===== src/rtl/enemies_wave_controller.sv =====
// enemies_wave_controller
//
// Sequences a formation of up to NUM_ENEMIES enemy movers. Owns the alive
// mask and the wave counter, turns shot/enemy pixel overlaps into one-hot
// kill pulses (one kill per frame), broadcasts one formation-wide direction
// change per frame, and hands out fire grants round-robin among the living.
//
// Ports:
//   clk, resetN                  clock, asynchronous active-low reset
//   startOfFrame                 one-cycle pulse per VGA frame
//   startGame                    one-cycle pulse, starts/restarts a game
//   enemyDrawReq[NUM_ENEMIES]    per-enemy drawing request, current pixel
//   shotDrawReq                  player shot drawing request, current pixel
//   enemyAtEdge[NUM_ENEMIES]     enemy touches left/right screen limit
//   enemiesResetN                active-low one-cycle respawn pulse
//   shotCollision[NUM_ENEMIES]   one-hot kill pulse
//   shotHit                      retires the player shot (with any kill)
//   changeDirection              formation-wide direction flip pulse
//   fireRequest[NUM_ENEMIES]     one-hot fire grant pulse
//   aliveMask[NUM_ENEMIES]       living enemies
//   waveNumber[4]                current wave, saturates at MAX_WAVE
//   waveCleared                  pulse together with the last kill
//
// All outputs come straight from flops.

module enemies_wave_controller #(
    parameter int NUM_ENEMIES = 4,
    parameter int FIRE_PERIOD = 60,
    parameter int CLEAR_DELAY = 120,
    parameter int MAX_WAVE    = 15
) (
    input  logic                   clk,
    input  logic                   resetN,
    input  logic                   startOfFrame,
    input  logic                   startGame,
    input  logic [NUM_ENEMIES-1:0] enemyDrawReq,
    input  logic                   shotDrawReq,
    input  logic [NUM_ENEMIES-1:0] enemyAtEdge,
    output logic                   enemiesResetN,
    output logic [NUM_ENEMIES-1:0] shotCollision,
    output logic                   shotHit,
    output logic                   changeDirection,
    output logic [NUM_ENEMIES-1:0] fireRequest,
    output logic [NUM_ENEMIES-1:0] aliveMask,
    output logic [3:0]             waveNumber,
    output logic                   waveCleared
);

    localparam int PTR_W = (NUM_ENEMIES > 1) ? $clog2(NUM_ENEMIES) : 1;
    localparam int FC_W  = $clog2(FIRE_PERIOD + 1);
    localparam int CC_W  = $clog2(CLEAR_DELAY + 1);

    localparam logic [PTR_W-1:0] PTR_LAST   = PTR_W'(NUM_ENEMIES - 1);
    localparam logic [FC_W-1:0]  FIRE_LAST  = FC_W'(FIRE_PERIOD - 1);
    localparam logic [CC_W-1:0]  CLEAR_LAST = CC_W'(CLEAR_DELAY - 1);

    typedef enum logic [1:0] {IDLE, SPAWN, PLAY, CLEARED} state_t;

    state_t                 state, state_next;
    logic                   hit_lock, hit_lock_next;
    logic                   edge_seen, edge_seen_next;
    logic [FC_W-1:0]        fire_cnt, fire_cnt_next;
    logic [PTR_W-1:0]       fire_ptr, fire_ptr_next;
    logic [CC_W-1:0]        clear_cnt, clear_cnt_next;

    logic                   enemies_reset_n_next;
    logic [NUM_ENEMIES-1:0] shot_collision_next;
    logic                   shot_hit_next;
    logic                   change_direction_next;
    logic [NUM_ENEMIES-1:0] fire_request_next;
    logic [NUM_ENEMIES-1:0] alive_mask_next;
    logic [3:0]             wave_number_next;
    logic                   wave_cleared_next;

    logic                   hit_found;
    logic [NUM_ENEMIES-1:0] hit_onehot;
    logic [NUM_ENEMIES-1:0] alive_after;
    logic                   grant_found;
    logic [PTR_W-1:0]       grant_idx;
    logic [PTR_W-1:0]       search_idx;

    // NOTE: every register gets one non-blocking assignment here, so all flops
    // sample the same pre-edge values regardless of statement order.
    always_ff @(posedge clk or negedge resetN) begin
        if (!resetN) begin
            state           <= IDLE;
            hit_lock        <= 1'b0;
            edge_seen       <= 1'b0;
            fire_cnt        <= '0;
            fire_ptr        <= PTR_LAST;
            clear_cnt       <= '0;
            enemiesResetN   <= 1'b1;
            shotCollision   <= '0;
            shotHit         <= 1'b0;
            changeDirection <= 1'b0;
            fireRequest     <= '0;
            aliveMask       <= '0;
            waveNumber      <= '0;
            waveCleared     <= 1'b0;
        end else begin
            state           <= state_next;
            hit_lock        <= hit_lock_next;
            edge_seen       <= edge_seen_next;
            fire_cnt        <= fire_cnt_next;
            fire_ptr        <= fire_ptr_next;
            clear_cnt       <= clear_cnt_next;
            enemiesResetN   <= enemies_reset_n_next;
            shotCollision   <= shot_collision_next;
            shotHit         <= shot_hit_next;
            changeDirection <= change_direction_next;
            fireRequest     <= fire_request_next;
            aliveMask       <= alive_mask_next;
            waveNumber      <= wave_number_next;
            waveCleared     <= wave_cleared_next;
        end
    end

    always_comb begin
        // NOTE: everything written below gets a default first, so no path
        // through the case/if tree can leave a value unassigned (no latches).
        state_next            = state;
        hit_lock_next         = hit_lock;
        edge_seen_next        = edge_seen;
        fire_cnt_next         = fire_cnt;
        fire_ptr_next         = fire_ptr;
        clear_cnt_next        = clear_cnt;
        enemies_reset_n_next  = 1'b1;
        shot_collision_next   = '0;
        shot_hit_next         = 1'b0;
        change_direction_next = 1'b0;
        fire_request_next     = '0;
        alive_mask_next       = aliveMask;
        wave_number_next      = waveNumber;
        wave_cleared_next     = 1'b0;
        hit_found             = 1'b0;
        hit_onehot            = '0;
        alive_after           = aliveMask;
        grant_found           = 1'b0;
        grant_idx             = '0;
        search_idx            = '0;

        if (startGame) begin
            // Restart from any state; pulses computed this cycle are dropped.
            state_next           = SPAWN;
            wave_number_next     = '0;
            enemies_reset_n_next = 1'b0;
        end else begin
            case (state)
                IDLE: ;

                SPAWN: begin
                    state_next       = PLAY;
                    alive_mask_next  = {NUM_ENEMIES{1'b1}};
                    wave_number_next = (int'(waveNumber) >= MAX_WAVE) ? waveNumber
                                                                      : waveNumber + 4'd1;
                    hit_lock_next    = 1'b0;
                    edge_seen_next   = 1'b0;
                    fire_cnt_next    = '0;
                    fire_ptr_next    = PTR_LAST;
                    clear_cnt_next   = '0;
                end

                PLAY: begin
                    // Lowest-index living enemy under the shot pixel wins.
                    for (int i = 0; i < NUM_ENEMIES; i++) begin
                        if (!hit_found && shotDrawReq && !hit_lock &&
                            enemyDrawReq[i] && aliveMask[i]) begin
                            hit_found     = 1'b1;
                            hit_onehot[i] = 1'b1;
                        end
                    end
                    alive_after         = aliveMask & ~hit_onehot;
                    alive_mask_next     = alive_after;
                    shot_collision_next = hit_onehot;
                    shot_hit_next       = hit_found;

                    // A kill on the frame-start cycle still locks the next frame.
                    if (hit_found)
                        hit_lock_next = 1'b1;
                    else if (startOfFrame)
                        hit_lock_next = 1'b0;

                    // An edge seen on the frame-start cycle belongs to the next frame.
                    change_direction_next = startOfFrame && edge_seen;
                    edge_seen_next = (edge_seen && !startOfFrame) ||
                                     (|(enemyAtEdge & aliveMask));

                    if (startOfFrame) begin
                        if (fire_cnt == FIRE_LAST) begin
                            fire_cnt_next = '0;
                            // Cyclic search strictly after the last shooter,
                            // excluding an enemy killed this very cycle.
                            for (int k = 1; k <= NUM_ENEMIES; k++) begin
                                search_idx = PTR_W'((int'(fire_ptr) + k) % NUM_ENEMIES);
                                if (!grant_found && alive_after[search_idx]) begin
                                    grant_found = 1'b1;
                                    grant_idx   = search_idx;
                                end
                            end
                            if (grant_found) begin
                                fire_request_next[grant_idx] = 1'b1;
                                fire_ptr_next                = grant_idx;
                            end
                        end else begin
                            fire_cnt_next = fire_cnt + 1'b1;
                        end
                    end

                    if (hit_found && (alive_after == '0)) begin
                        wave_cleared_next = 1'b1;
                        state_next        = CLEARED;
                        clear_cnt_next    = '0;
                    end
                end

                CLEARED: begin
                    if (startOfFrame) begin
                        if (clear_cnt == CLEAR_LAST) begin
                            state_next           = SPAWN;
                            enemies_reset_n_next = 1'b0;
                            clear_cnt_next       = '0;
                        end else begin
                            clear_cnt_next = clear_cnt + 1'b1;
                        end
                    end
                end

                default: state_next = IDLE;
            endcase
        end
    end

endmodule

===== config.mk =====
export PLATFORM = sky130hd
export DESIGN_NAME = enemies_wave_controller
export DESIGN_NICKNAME = d
export VERILOG_FILES = /design/src/rtl/enemies_wave_controller.sv
export SDC_FILE = /design/constraint.sdc
export NUM_CORES = 1
export LEC_CHECK = 0
export CORE_MARGIN = 8
export CORE_UTILIZATION = 48
export DETAILED_ROUTE_END_ITERATION = 10
export PLACE_DENSITY = 0.75
export SYNTH_ARGS = -nofsm -noshare
export SYNTH_HDL_FRONTEND = slang
export SYNTH_SLANG_ARGS = --single-unit

===== constraint.sdc =====
create_clock -name clk -period 1.8 [get_ports clk]
set_clock_uncertainty 0.15 [all_clocks]
set_input_delay 0.36 -clock clk [delete_from_list [all_inputs] [get_ports clk]]
set_output_delay 0.36 -clock clk [all_outputs]
set_load 0.005 [all_outputs]

=== Yosys cells after proc, flatten, opt, wreduce, memory -nomap -nowiden ===
Cells that the tools add are included.
W data, S select, Z words.

* Register bits: 39
* Bits in latches: 0
* Bits in writable memories: 0
* Memory bits (read-only): 0
* Input bits: 13
* Output and inout bits: 20
* Memories kept: 0

* Add/sub/neg operators: 7
* Multiply operators: 0
* Divide/modulo/power cells: 0
* Order comparisons: 7
* Eq/ne operators: 15
* Shifts and indexed selects: 0
* Multiplexer cells: 101
* Bitwise gates (word level): 4
* Reductions and logical operators: 44

{| class="wikitable"
|+ Operators with widths
! operator !! number
|-
| $mux W1 || 59
|-
| $mux W4 || 10
|-
| $mux W2 || 15
|-
| $logic_and A1 B1 Y1 || 22
|-
| $mux W7 || 3
|-
| $pmux W7 S3 || 1
|-
| $lt A2 B3 Y1 const B || 5
|-
| $mux W6 || 2
|-
| $ne A2 B2 Y1 const B || 6
|-
| $ne A3 B3 Y1 const B || 4
|-
| $pmux W6 S2 || 1
|-
| $and A4 B4 Y4 || 2
|-
| $bmux W1 S2 || 4
|-
| $logic_not A1 Y1 || 8
|-
| $pmux W4 S2 || 1
|-
| $reduce_and A4 Y1 || 2
|-
| $add A7 B1 Y7 const B || 1
|-
| $eq A7 B7 Y1 const B || 1
|-
| $add A6 B1 Y6 const B || 1
|-
| $eq A6 B6 Y1 const B || 1
|-
| $pmux W2 S3 || 1
|-
| $reduce_and A3 Y1 || 2
|-
| $reduce_and A5 Y1 || 1
|-
| $add A2 B1 Y2 const B || 2
|-
| 18 further kinds || 23
|}

=== Depth between registers and ports, before layout ===
* Depth after elaboration: 70
* Mapped depth: 7

=== Least setup slack after synthesis ===
No wires, ideal clock.

* Kind: register -> register
* From: reg aliveMask[1]
* To: reg fireRequest[1]
* Library setup time: 120 ps
* Data arrival time: 1,621 ps
* Setup slack: -91 ps
* Stages on the path, launching flop included: 7
* Period minus slack after synthesis: 1,891 ps
* Cell sequence: dfrtp_1 > a22oi_2 > a41oi_1 > o21ai_1 > a21oi_1 > a311oi_2 > and3b_1

* Cells in the longest elaborated chain, start to end: 59
* Elaborated cells between the ends (all ways): 80
* Classes of those cells: order compare: 2; mux: 58; bitwise: 2; reduce/logical: 18

{| class="wikitable"
|+ RTL lines
! item !! RTL line !! source
|-
| start, declared || 44 || <nowiki>output logic [NUM_ENEMIES-1:0] aliveMask,</nowiki>
|-
| start signal, assigned || 112 || <nowiki>aliveMask <= alive_mask_next;</nowiki>
|-
| $logic_and A1 B1 Y1 || 167 || <nowiki>enemyDrawReq[i] && aliveMask[i]) begin</nowiki>
|-
| $mux W1 || 166 || <nowiki>if (!hit_found && shotDrawReq && !hit_lock &&</nowiki>
|-
| $mux W1 || 148 || <nowiki>case (state)</nowiki>
|-
| $mux W1 || 142 || <nowiki>if (startGame) begin</nowiki>
|-
| $logic_not A1 Y1 || 166 ||
|-
| $logic_and A1 B1 Y1 (3 in a row) || 166 ||
|-
| $logic_and A1 B1 Y1 || 167 ||
|-
| $mux W1 || 166 ||
|-
| [... 42 more ...] || -- ||
|-
| $mux W1 (not written as such) || 201 || <nowiki>fire_request_next[grant_idx] = 1'b1;</nowiki>
|-
| $demux W1 S2 || 201 ||
|-
| $mux W4 * || 200 || <nowiki>if (grant_found) begin</nowiki>
|-
| $mux W4 * || 189 || <nowiki>if (fire_cnt == FIRE_LAST) begin</nowiki>
|-
| $mux W4 * || 188 || <nowiki>if (startOfFrame) begin</nowiki>
|-
| $mux W4 * || 148 ||
|-
| $mux W4 * || 142 ||
|-
| net fire_request_next[1] || 70 || <nowiki>logic [NUM_ENEMIES-1:0] fire_request_next;</nowiki>
|-
| end signal, assigned || 111 || <nowiki>fireRequest <= fire_request_next;</nowiki>
|-
| end, declared || 43 || <nowiki>output logic [NUM_ENEMIES-1:0] fireRequest,</nowiki>
|}

The timed path passes the listed nets; every way through them passes the cells marked *. The select of a mux whose other input is x is not followed.
A chain may end at the register's enable or synchronous reset.

=== Final worst setup path ===
* From: reg aliveMask[1]
* To: reg fireRequest[2]

Same word-level chain as after synthesis.

==> results list <==
- Detailed-route wire length per cell: 15.9 µm
- Vias in the first global route: 2062
- CTS placed an instance of sky130_fd_sc_hd__clkbuf_8 at the clock tree root.
- Counting every net in the synthesized netlist gives 243.
* Total power: 2.95 mW
* Cells taking the most area after synthesis: sky130_fd_sc_hd__dfrtp_1 42%, sky130_fd_sc_hd__nand2_1 4.9%, sky130_fd_sc_hd__ha_1 4.1%, sky130_fd_sc_hd__dfstp_2 3.7%, sky130_fd_sc_hd__nor2_1 3.2%
* Primary FF master, synth: sky130_fd_sc_hd__dfrtp_1
- CTS saw 39 sinks.
* Via density: 5.51
- Of the cells placed in the final design, the portion with a size suffix greater than 1 is 32.2%.
- By count the netlist is led by 36 x sky130_fd_sc_hd__dfrtp_1, 28 x sky130_fd_sc_hd__nand2_1, 18 x sky130_fd_sc_hd__nor2_1.
- Worst-case vdd ir drop: 0.000492 V
* Inserted Clock Buffers: 5
- Number of antenna violations at the first check in global routing: 0
- After clock tree synthesis, the clock-pin slew on the worst setup and hold paths is 0.08 ns.
- Setup repair after global routing could not meet its margin everywhere.
- Layout overhead on the synthesized area: 49.5%
- Yosys mapped the design onto 47 distinct sky130hd cell types.
- The filler cells instantiated in the layout total 305.
- Most common cell type on the critical path: sky130_fd_sc_hd__buf_6
- Share of flip-flops with an asynchronous set or reset after synthesis: 100%
- Number of primary I/O pins: 33
* Grt total ovfl: 0
- Setup violation total in the final timing report: 16
* Path type of the worst setup path: flop to flop
* Top cell type's share of synthesized area: 42.2%
- From bottom edge to top edge, the die measures 82.7 µm.
* Maximum clock insertion buffer count: 2
- Number of nets in the final layout: 333
* Worst-Skew Late Latency: 0.29 ns
* Ordered list of cells on the worst path: buf_6 > or2b_1 > a21oi_4 > buf_6 > o211ai_1 > nand2_1 > nor2_1 > and3b_1
* Relative contribution of combinational cells to total power: 44.3%
* Number of enable-type register cells in the synthesized netlist: 0
- Part of the power in the clock network: 19.5%
* ANT cells: 0
* Library cell occupying the most area in the post-synthesis netlist: sky130_fd_sc_hd__dfrtp_1
- # port buffers: 32
- The checks that failed: negative setup slack.
* Arrival time at the worst endpoint: 2.07 ns
- Across the run, the number of max-cap violations was 0.
- P_int: 1.87 mW
- The worst setup path is launched from a flop.
* Final critical-path required period: 2.04 ns
- Avg Synthesized Cell Area: 9.57 µm²
* Die width: 82.7 µm
* Cell Rows: 24
* Placer congestion estimate: 0.839
* Kind of path behind the tightest hold check: flop to flop
- For this run, the top clock speed supported by timing is 490 MHz.
- Fraction of power spent switching nets: 36.5%
- Yosys synthesis warning count: 0
* Cell count after synthesis: 223
- Count of H-tree levels built during CTS: 2
- The pre-antenna-repair detailed-routing pass consisted of 4 iterations.
- Sequential share of power: 36.1%
- The wire-length estimate of the detail-placed layout is 4070 µm.
- Synthesis inferred 39 register bits.
* Detailed router's first-iteration violation count: 80
- For this run, the total global-route usage over all layers was measured as 17.9%.
* DRC viols: 0
- The largest individual stage delay along the critical path comes from the cell sky130_fd_sc_hd__dfrtp_1.
- For this design the static power due to leakage is 1.46 nW.
* Largest net degree at the start of global routing: 23
* Peak fanout along the critical path: 3
- After detailed routing, the total wire length is 5820 µm.
* Post-route clock period utilization: 113%
* Final number of hold-violating endpoints: 0
* Top-count cell post-synth: sky130_fd_sc_hd__dfrtp_1
- The worst pin sits at a relative slew slack of 62.6%.
* Total power per unit cell area: 925 mW/mm²
- Initial Util: 49.4%
- In this design, the stage delay of the slowest critical-path cell is 0.42 ns.
- Data on the critical path is required at its endpoint by 1.83 ns.
- First-pass GRT wire length: 9590 µm
- On the critical path the largest part of the delay comes from simple AND/OR/NAND/NOR gates.
- Once routing completed, OpenROAD measured the worst setup slack at -0.239 ns.
- The core region is 0.00432 mm².
* Run status: complete, but fails checks
* Die area: 0.00684 mm²
* Worst-margin pin slew: 0.555 ns
* Crit path buffers/inverters: 2
- Of the synthesized area, sequential elements account for 45.9%.
- Summing every instance area after synthesis gives 0.00213 mm².
* Final hold slack: 0.347 ns
- Via count: 2015
- STA classifies the critical path endpoint as a flop.
- Remaining number of nets flagged by the antenna check after routing: 0
* Final Max Slew Viols: 0
* Clock tree from TritonCTS: built
- Net switching power figure: 1.08 mW
-- stage by stage --
| step | util, % | setup TNS, ns | std cells | setup slack [ns] | instance area, µm² |
|---|---|---|---|---|---|
| after floorplan | - | -0.149 | 223 | -0.0751 | 2150 |
| after global placement | 66.3 | -9.73 | 348 | -0.602 | 2870 |
| after detailed placement | 66.3 | -10.49 | 348 | -0.642 | 2870 |
| after CTS | 71.8 | -1.63 | 365 | -0.161 | 3110 |
| after global routing | 73.8 | -4.14 | 366 | -0.328 | 3190 |
| final | 73.8 | -2.67 | 366 | -0.239 | 3190 |
-- registers in the layout, indices dropped and copies added (netlist names) --
register         count
fire_cnt             6
changeDirection      1
fire_ptr             2
hit_lock             1
edge_seen            1
shotCollision        4
enemiesResetN        1
fireRequest          4
state                2
clear_cnt            7
waveCleared          1
aliveMask            4
shotHit              1
waveNumber           4
-- timing repair --
item                       in CTS  in global routing
setup endpoints to repair      20                 26
cloned                          1                  0
setup buffers                   7                  2
hold buffers                    1                  0
hold endpoints to repair       15                  0
resized for setup              25                 18
pin swaps                      15                  8
-- power groups by stage --
stage	clock network [mW]	logic [mW]	registers, mW
6_report	0.577	1.31	1.07
5_1_grt	0.615	1.45	1.08
4_1_cts	0.581	1.21	1.06
3_5_place_dp	0	1.14	1.08
3_3_place_gp	0	1.11	1.07
2_1_floorplan	0	0.633	1.06
-- metal layers --
metal / part of all wire, % / global-route usage, % / up-vias
met3: 4.1 / 4.22 / 12
met2: 50 / 29.4 / 44
met4: 2.3 / 7.93 / 0
li1: - / - / 986
met1: 43 / 21.8 / 973
met5: 0 / 0 / -
-- worst reg2reg max path: stages, from the launching register on --
cell and delay [ns]:
sky130_fd_sc_hd__dfrtp_1 0.42, sky130_fd_sc_hd__buf_6 0.13, sky130_fd_sc_hd__or2b_1 0.27, sky130_fd_sc_hd__a21oi_4 0.22, sky130_fd_sc_hd__buf_6 0.13, sky130_fd_sc_hd__o211ai_1 0.16, sky130_fd_sc_hd__nand2_1 0.17, sky130_fd_sc_hd__nor2_1 0.08
sky130_fd_sc_hd__and3b_1 0.19
-- final cells by class --
| type | count | area (µm²) | area share (%) |
|---|---|---|---|
| Sequential cell | 39 | 981 | 30.7 |
| Tap cell | 52 | 65.1 | 2.04 |
| Clock buffer | 7 | 76.3 | 2.39 |
| Clock inverter | 1 | 5.00 | 0.157 |
| Multi-Input combinational cell | 168 | 1270 | 39.8 |
| Inverter | 12 | 45.0 | 1.41 |
| Timing Repair Buffer | 87 | 749 | 23.5 |
-- cell usage in the layout (no fill, tap or decap), drive strengths merged, types with 2 or more instances in the layout --
cell type,netlist,layout
nor3,7,7
dfrtp,36,36
ha,7,7
a31oi,4,4
o31ai,2,2
a41o,3,3
mux2i,2,2
nand3,7,7
nor2,18,18
clkbuf,4,7
dfstp,3,3
o22ai,2,2
o21ai,17,17
clkdlybuf4s50,0,21
xor2,2,2
nand2b,8,8
and3,4,4
dlygate4sd2,0,9
nand4,3,3
a22oi,2,2
a21oi,12,13
nand2,29,29
buf,1,55
or2b,2,2
and3b,2,2
or3,2,2
nor2b,5,5
o2bb2ai,5,5
inv,12,12
a41oi,5,5
a22o,4,4
-- cell families after synthesis --
kind of cell	Yosys count	synth area share (%)
compound gates	64	22.9
xor+xnor	3	1.23
fa+ha+maj	7	4.10
buf+inv	17	3.05
flops	39	45.9
mux	2	0.938
simple gates	91	21.9
-- path summary, 6_finish.rpt --
path                       slack [ns]    startpoint              to  cells past startpoint
max in group asynchronous        0.57        resetN   enemiesResetN                      3
min in group asynchronous        0.39        resetN       edge_seen                      2
min                              0.35   fire_cnt[5]     fire_cnt[5]                      1
max                             -0.24  aliveMask[1]  fireRequest[2]                      8
max reg2reg                     -0.24  aliveMask[1]  fireRequest[2]                      8
min reg2reg                      0.35   fire_cnt[5]     fire_cnt[5]                      1
No activity file was read; power rests on OpenSTA's default activity.
==> RTL change 1, RTL diff (same flow settings) <==
Re-encode `state_t` (4 states) as one-hot, 4 bits wide.
--- a/src/rtl/enemies_wave_controller.sv
+++ b/src/rtl/enemies_wave_controller.sv
@@ -54,7 +54,7 @@
     localparam logic [FC_W-1:0]  FIRE_LAST  = FC_W'(FIRE_PERIOD - 1);
     localparam logic [CC_W-1:0]  CLEAR_LAST = CC_W'(CLEAR_DELAY - 1);
 
-    typedef enum logic [1:0] {IDLE, SPAWN, PLAY, CLEARED} state_t;
+    typedef enum logic [3:0] {IDLE = 4'b0001, SPAWN = 4'b0010, PLAY = 4'b0100, CLEARED = 4'b1000} state_t;
 
     state_t                 state, state_next;
     logic                   hit_lock, hit_lock_next;
Formal check against the unedited RTL: no difference found for any inputs over 4 cycles, from zero or initial values and one cycle with resetN low; so few cycles prove little.
==> RTL change 1 against the unedited design <==
- the flow still finishes with violations (negative setup slack)
- first-iteration DRC count up 110%
- global-route usage down 0.31 points
- maximum frequency down 0.26%
- utilization up 0.76 points
- wire length up 16%
- sequential cell count up 2
- final area up 8.2%
- synthesized area up 6.1%
- setup slack worse by 0.0052 ns
- critical path depth unchanged
Power is not compared: it rests on default switching activity, and its combinational part moved more than twofold at a synthesized area within 25%.
==> RTL change 1: results (changes against the unedited design) <==
{| class="wikitable"
! Metric !! Value
|-
| Post-Syn Area per Cell || 9.85 um^2 (+2.9%)
|-
| Core Area || 4630 um^2 (+7.1%)
|-
| Vias || 2301 (+14%)
|-
| Worst-case setup margin in the final layout || -0.244 ns (-0.00524 ns)
|-
| Worst Hold Margin || 0.361 ns (+0.0147 ns)
|-
| Setup crit end || fireRequest[3]$_DFF_PN0_
|-
| Routability cong. || 0.955 (+14%)
|-
| Max clock buf depth || 2 (unchanged)
|-
| Post_cts resized || 31 (+24%)
|-
| Max FO, Critical Path || 6 (+3)
|-
| Dpl cell area || 3050 um^2 (+6.6%)
|-
| Count of flip-flops with a built-in enable after synthesis || 0 (unchanged)
|-
| Outcome || complete, but fails checks
|-
| Count of final setup violators || 20 (+4)
|-
| Max_slew headroom || 64.7% (+2.1 points)
|-
| WHS Path Cells || 2 (+1)
|-
| Sequential cell area || 1030 um^2 (+5.4%)
|-
| Detailed placement HPWL || 4.59 mm (+13%)
|-
| Overall global routing resource usage || 17.6% (-0.31 points)
|-
| Hold Startpoint || edge_seen$_DFFE_PN0P_
|-
| Slowest stage cell on the critical path || dlygate4sd2_1
|-
| Main area contributors after synthesis || dfrtp_1, dfstp_2, nor2_1
|-
| Worst path top cell family by delay || buffers and inverters
|-
| Layout fillers || 304 (-0.33%)
|-
| Violated checks || negative setup slack
|-
| Starting DRC count in detailed routing || 166 (+110%)
|-
| Placed Cells incl. Taps || 366 (+5.2%)
|-
| Startpoint of the most critical setup path || enemyDrawReq[1]
|-
| Final Instance Count excl. Fillers || 385 (+5.2%)
|-
| Pin count of the biggest net entering global routing || 42 (+83%)
|-
| Most common library cells after synthesis || dfrtp_1, nor2_1, nand2_1, o21ai_0, nor3_1
|-
| Syn_nets || 246 (+1.2%)
|-
| Non-clock buffer count || 99 (+14%)
|-
| Non-clock buffer share of cell area || 24.9% (+1.4 points)
|-
| Wire length of the first global-routing pass || 10.5 mm (+9.1%)
|-
| Count of multi-input gates || 174 (+3.6%)
|-
| Slowest stage delay, CP || 0.35 ns (-0.07 ns)
|-
| Routed wire per std cell || 17.5 um (+10%)
|-
| Inverters, non-clock || 9 (-3)
|-
| Pre-CTS setup slack || -0.712 ns (-0.0693 ns)
|-
| Final #Nets || 346 (+3.9%)
|-
| Reg-to-Reg Start || aliveMask[0]$_DFFE_PN0P_
|-
| Fraction of standard cell area in multi-input logic || 38.9% (-0.90 points)
|-
| Number of flip-flops and latches in the synthesized netlist || 41 (+5.1%)
|-
| Share of final-layout standard cells stronger than drive strength 1 || 37.5% (+5.3 points)
|-
| Clock network area share || 3.37% (+0.82 points)
|}
-- RTL change 1: cell types whose count changed after synthesis, moves of 4 or more --
cell       before  now
nor3_1          7   11
ha_1            7    3
nand2_1        28   17
a211oi_1        0    5
o221ai_1        0    4
nor3b_1         0    5
o2bb2ai_1       5    0
a41oi_1         5    1
-- RTL change 1: logic make-up after synthesis --
logic type | share of synthesized area (%)
AND/OR/NAND/NOR | 25.7
AO/OA/AOI/OAI | 21.5
flip-flops | 45.5
buffers and inverters | 2.87
XOR/XNOR | 1.16
multiplexers | 1.55
adder cells (fa/ha/maj) | 1.66
-- RTL change 1: per-layer routing --
| metal | share of wire, % | global-route usage [%] | up-vias |
|---|---|---|---|
| li1 | - | - | 1064 |
| met3 | 4.8 | 4.49 | 24 |
| met2 | 52 | 31.1 | 81 |
| met5 | 0 | 0 | - |
| met1 | 40 | 19.8 | 1132 |
| met4 | 2.7 | 6.80 | 0 |
==> RTL change 2, RTL diff (same flow settings) <==
Made on the original files. Set the parameter `FIRE_PERIOD` to 120 (it was 60).
--- a/src/rtl/enemies_wave_controller.sv
+++ b/src/rtl/enemies_wave_controller.sv
@@ -25,7 +25,7 @@
 
 module enemies_wave_controller #(
     parameter int NUM_ENEMIES = 4,
-    parameter int FIRE_PERIOD = 60,
+    parameter int FIRE_PERIOD = 120,
     parameter int CLEAR_DELAY = 120,
     parameter int MAX_WAVE    = 15
 ) (
Function: no difference found for any inputs over 4 cycles, from zero or initial values and one cycle with resetN low; that may be too few to reach the edited logic, so the function may still have changed.
==> RTL change 2 against the unedited design <==
- final area up 6.2%
- synthesized area grew 0.41%
- critical path type unchanged
- largest power group unchanged
- setup slack lost 0.17 ns
- power grew 10%
- the run still ends with negative setup slack left
- count of clock-buffer cells in the layout up 1
- worst hold slack better by 0.0059 ns
- wire length grew 18%
- highest routed layer unchanged
- first-iteration DRC count up 140%
- sequential cell count rose by 1
==> RTL change 2: results (changes against the unedited design) <==
{| class="wikitable"
! Metric !! Value
|-
| Share of final-layout standard cells stronger than drive strength 1 || 37.7% (+5.5 points)
|-
| Final setup TNS || -5.59 ns (-2.92 ns)
|-
| CTS tree || built
|-
| Post-Syn Area per Cell || 9.48 um^2 (-0.92%)
|-
| Data arrival time at the worst-slack endpoint || 2.27 ns (+0.20 ns)
|-
| Clock insertion delay at the later pin of the skew report || 0.30 ns
|-
| Final Instance Count excl. Fillers || 381 (+4.1%)
|-
| Detailed placement HPWL || 4.18 mm (+2.9%)
|-
| Commonest register cell after synthesis || dfrtp_1
|-
| Length of routed met2 wiring || 3.59 mm (+22%)
|-
| Max_slew headroom || 70.4% (+7.7 points)
|-
| Top layer reached by signal wires || met4
|-
| Reg-to-Reg Start || aliveMask[1]$_DFFE_PN0P_
|-
| Wire length of the first global-routing pass || 9.65 mm (+0.65%)
|-
| Antenna violations before repair || 0 (unchanged)
|-
| GR Util met2 || 28.3% (-1.2 points)
|-
| Layout fillers || 264 (-13%)
|-
| ANT cells || 0 (unchanged)
|-
| Router iterations before antenna repair || 4 (unchanged)
|-
| GR Layer Usage met1 || 19.2% (-2.6 points)
|-
| Total number of H-tree levels || 2 (unchanged)
|-
| Vias per std cell || 5.73 (+4.1%)
|-
| Dpl cell area || 2950 um^2 (+2.9%)
|-
| Count of final setup violators || 17 (+1)
|-
| Hold Startpoint || clear_cnt[6]$_DFFE_PN0P_
|-
| Max clock buf depth || 2 (unchanged)
|-
| Synth async-reset ratio || 100% (unchanged)
|-
| Leak || 1.55 nW (+6.3%)
|-
| Routability cong. || 0.935 (+11%)
|-
| Clock input transition at the sequential cells of the worst setup and hold paths || 0.08 ns (about the same)
|-
| Pre-CTS setup slack || -0.815 ns (-0.172 ns)
|-
| Placed Cells incl. Taps || 364 (+4.6%)
|-
| Syn_nets || 246 (+1.2%)
|-
| Most common library cells after synthesis || dfrtp_1, nand2_1, nor2_1, o21ai_0, inv_1
|-
| Met3 WL post-DR || 332 um (+38%)
|-
| Port Buffers || 32 (unchanged)
|-
| Yosys warning count || 0 (unchanged)
|-
| Biggest regs || clear_cnt (7), fire_cnt (7)
|-
| Max FO, Critical Path || 4 (+1)
|-
| Clock root buffer || clkbuf_8
|-
| Overall global routing resource usage || 16.5% (-1.4 points)
|-
| Pin count of the biggest net entering global routing || 25 (+8.7%)
|-
| Final #Nets || 348 (+4.5%)
|-
| Worst min path class || register to register
|-
| Violated checks || negative setup slack
|-
| Outcome || complete, but fails checks
|-
| Sequential area share after synthesis || 46.9% (+0.98 points)
|-
| Main area contributors after synthesis || dfrtp_1, o21ai_0, ha_1
|-
| Starting DRC count in detailed routing || 188 (+140%)
|-
| Unique masters post-synth || 58 (+23%)
|-
| Via count of the first global-routing pass || 2066 (+0.19%)
|-
| Max VDD drop || 0.581 mV (+18%)
|-
| Met3 global-route usage || 4.20% (-0.022 points)
|-
| Worst-case setup margin in the final layout || -0.407 ns (-0.168 ns)
|-
| Met1 wire length || 2.65 mm (+5.5%)
|-
| Routed wire per std cell || 18.0 um (+13%)
|}
-- RTL change 2: area by class of cell --
| type | instances | area (um^2) | share of cell area [%] |
|---|---|---|---|
| repair buffers | 100 | 871 | 25.7 |
| clock buffers | 8 | 100 | 2.95 |
| multi-input cells | 167 | 1290 | 38.2 |
| inverters | 14 | 52.6 | 1.55 |
| well taps | 52 | 65.1 | 1.92 |
| flip-flops and latches | 40 | 1010 | 29.7 |
-- RTL change 2: final timing paths --
kind                                              to  cells after the start  slack [ns]
max                             state[1]$_DFFE_PN0P_                      8       -0.41
min                         clear_cnt[6]$_DFFE_PN0P_                      1        0.35
max reg2reg                     state[1]$_DFFE_PN0P_                      8       -0.41
min reg2reg                 clear_cnt[6]$_DFFE_PN0P_                      1        0.35
max in group asynchronous    enemiesResetN$_DFF_PN1_                      3        0.55
min in group asynchronous  changeDirection$_DFF_PN0_                      2        0.39
-- RTL change 2: where the power goes --
group	switching [W]	internal, W
sequential	0.0000879	0.000994
combinational	0.000766	0.000742
clock	0.000315	0.000350
-- RTL change 2: repair_timing --
item,CTS,global route
endpoints found under the setup margin,28,26
hold buffers,1,0
gates resized for setup,23,53
pin swaps,8,19
hold endpoints to repair,14,0
setup buffers,2,6
-- RTL change 2: logic make-up after synthesis --
logic type | synth area share, %
xor+xnor | 1.23
flops | 46.9
simple gates | 21.7
fa+ha+maj | 4.09
compound gates | 20.6
mux | 1.46
buf+inv | 4.03
-- RTL change 2: critical path: stages (launching register included) --
cell      delay, ns
dfrtp_1        0.42
a222oi_1       0.35
buf_4          0.19
a31oi_4        0.09
a211o_4        0.31
buf_6          0.15
o21ai_4        0.16
a31oi_1        0.12
a211oi_2       0.17
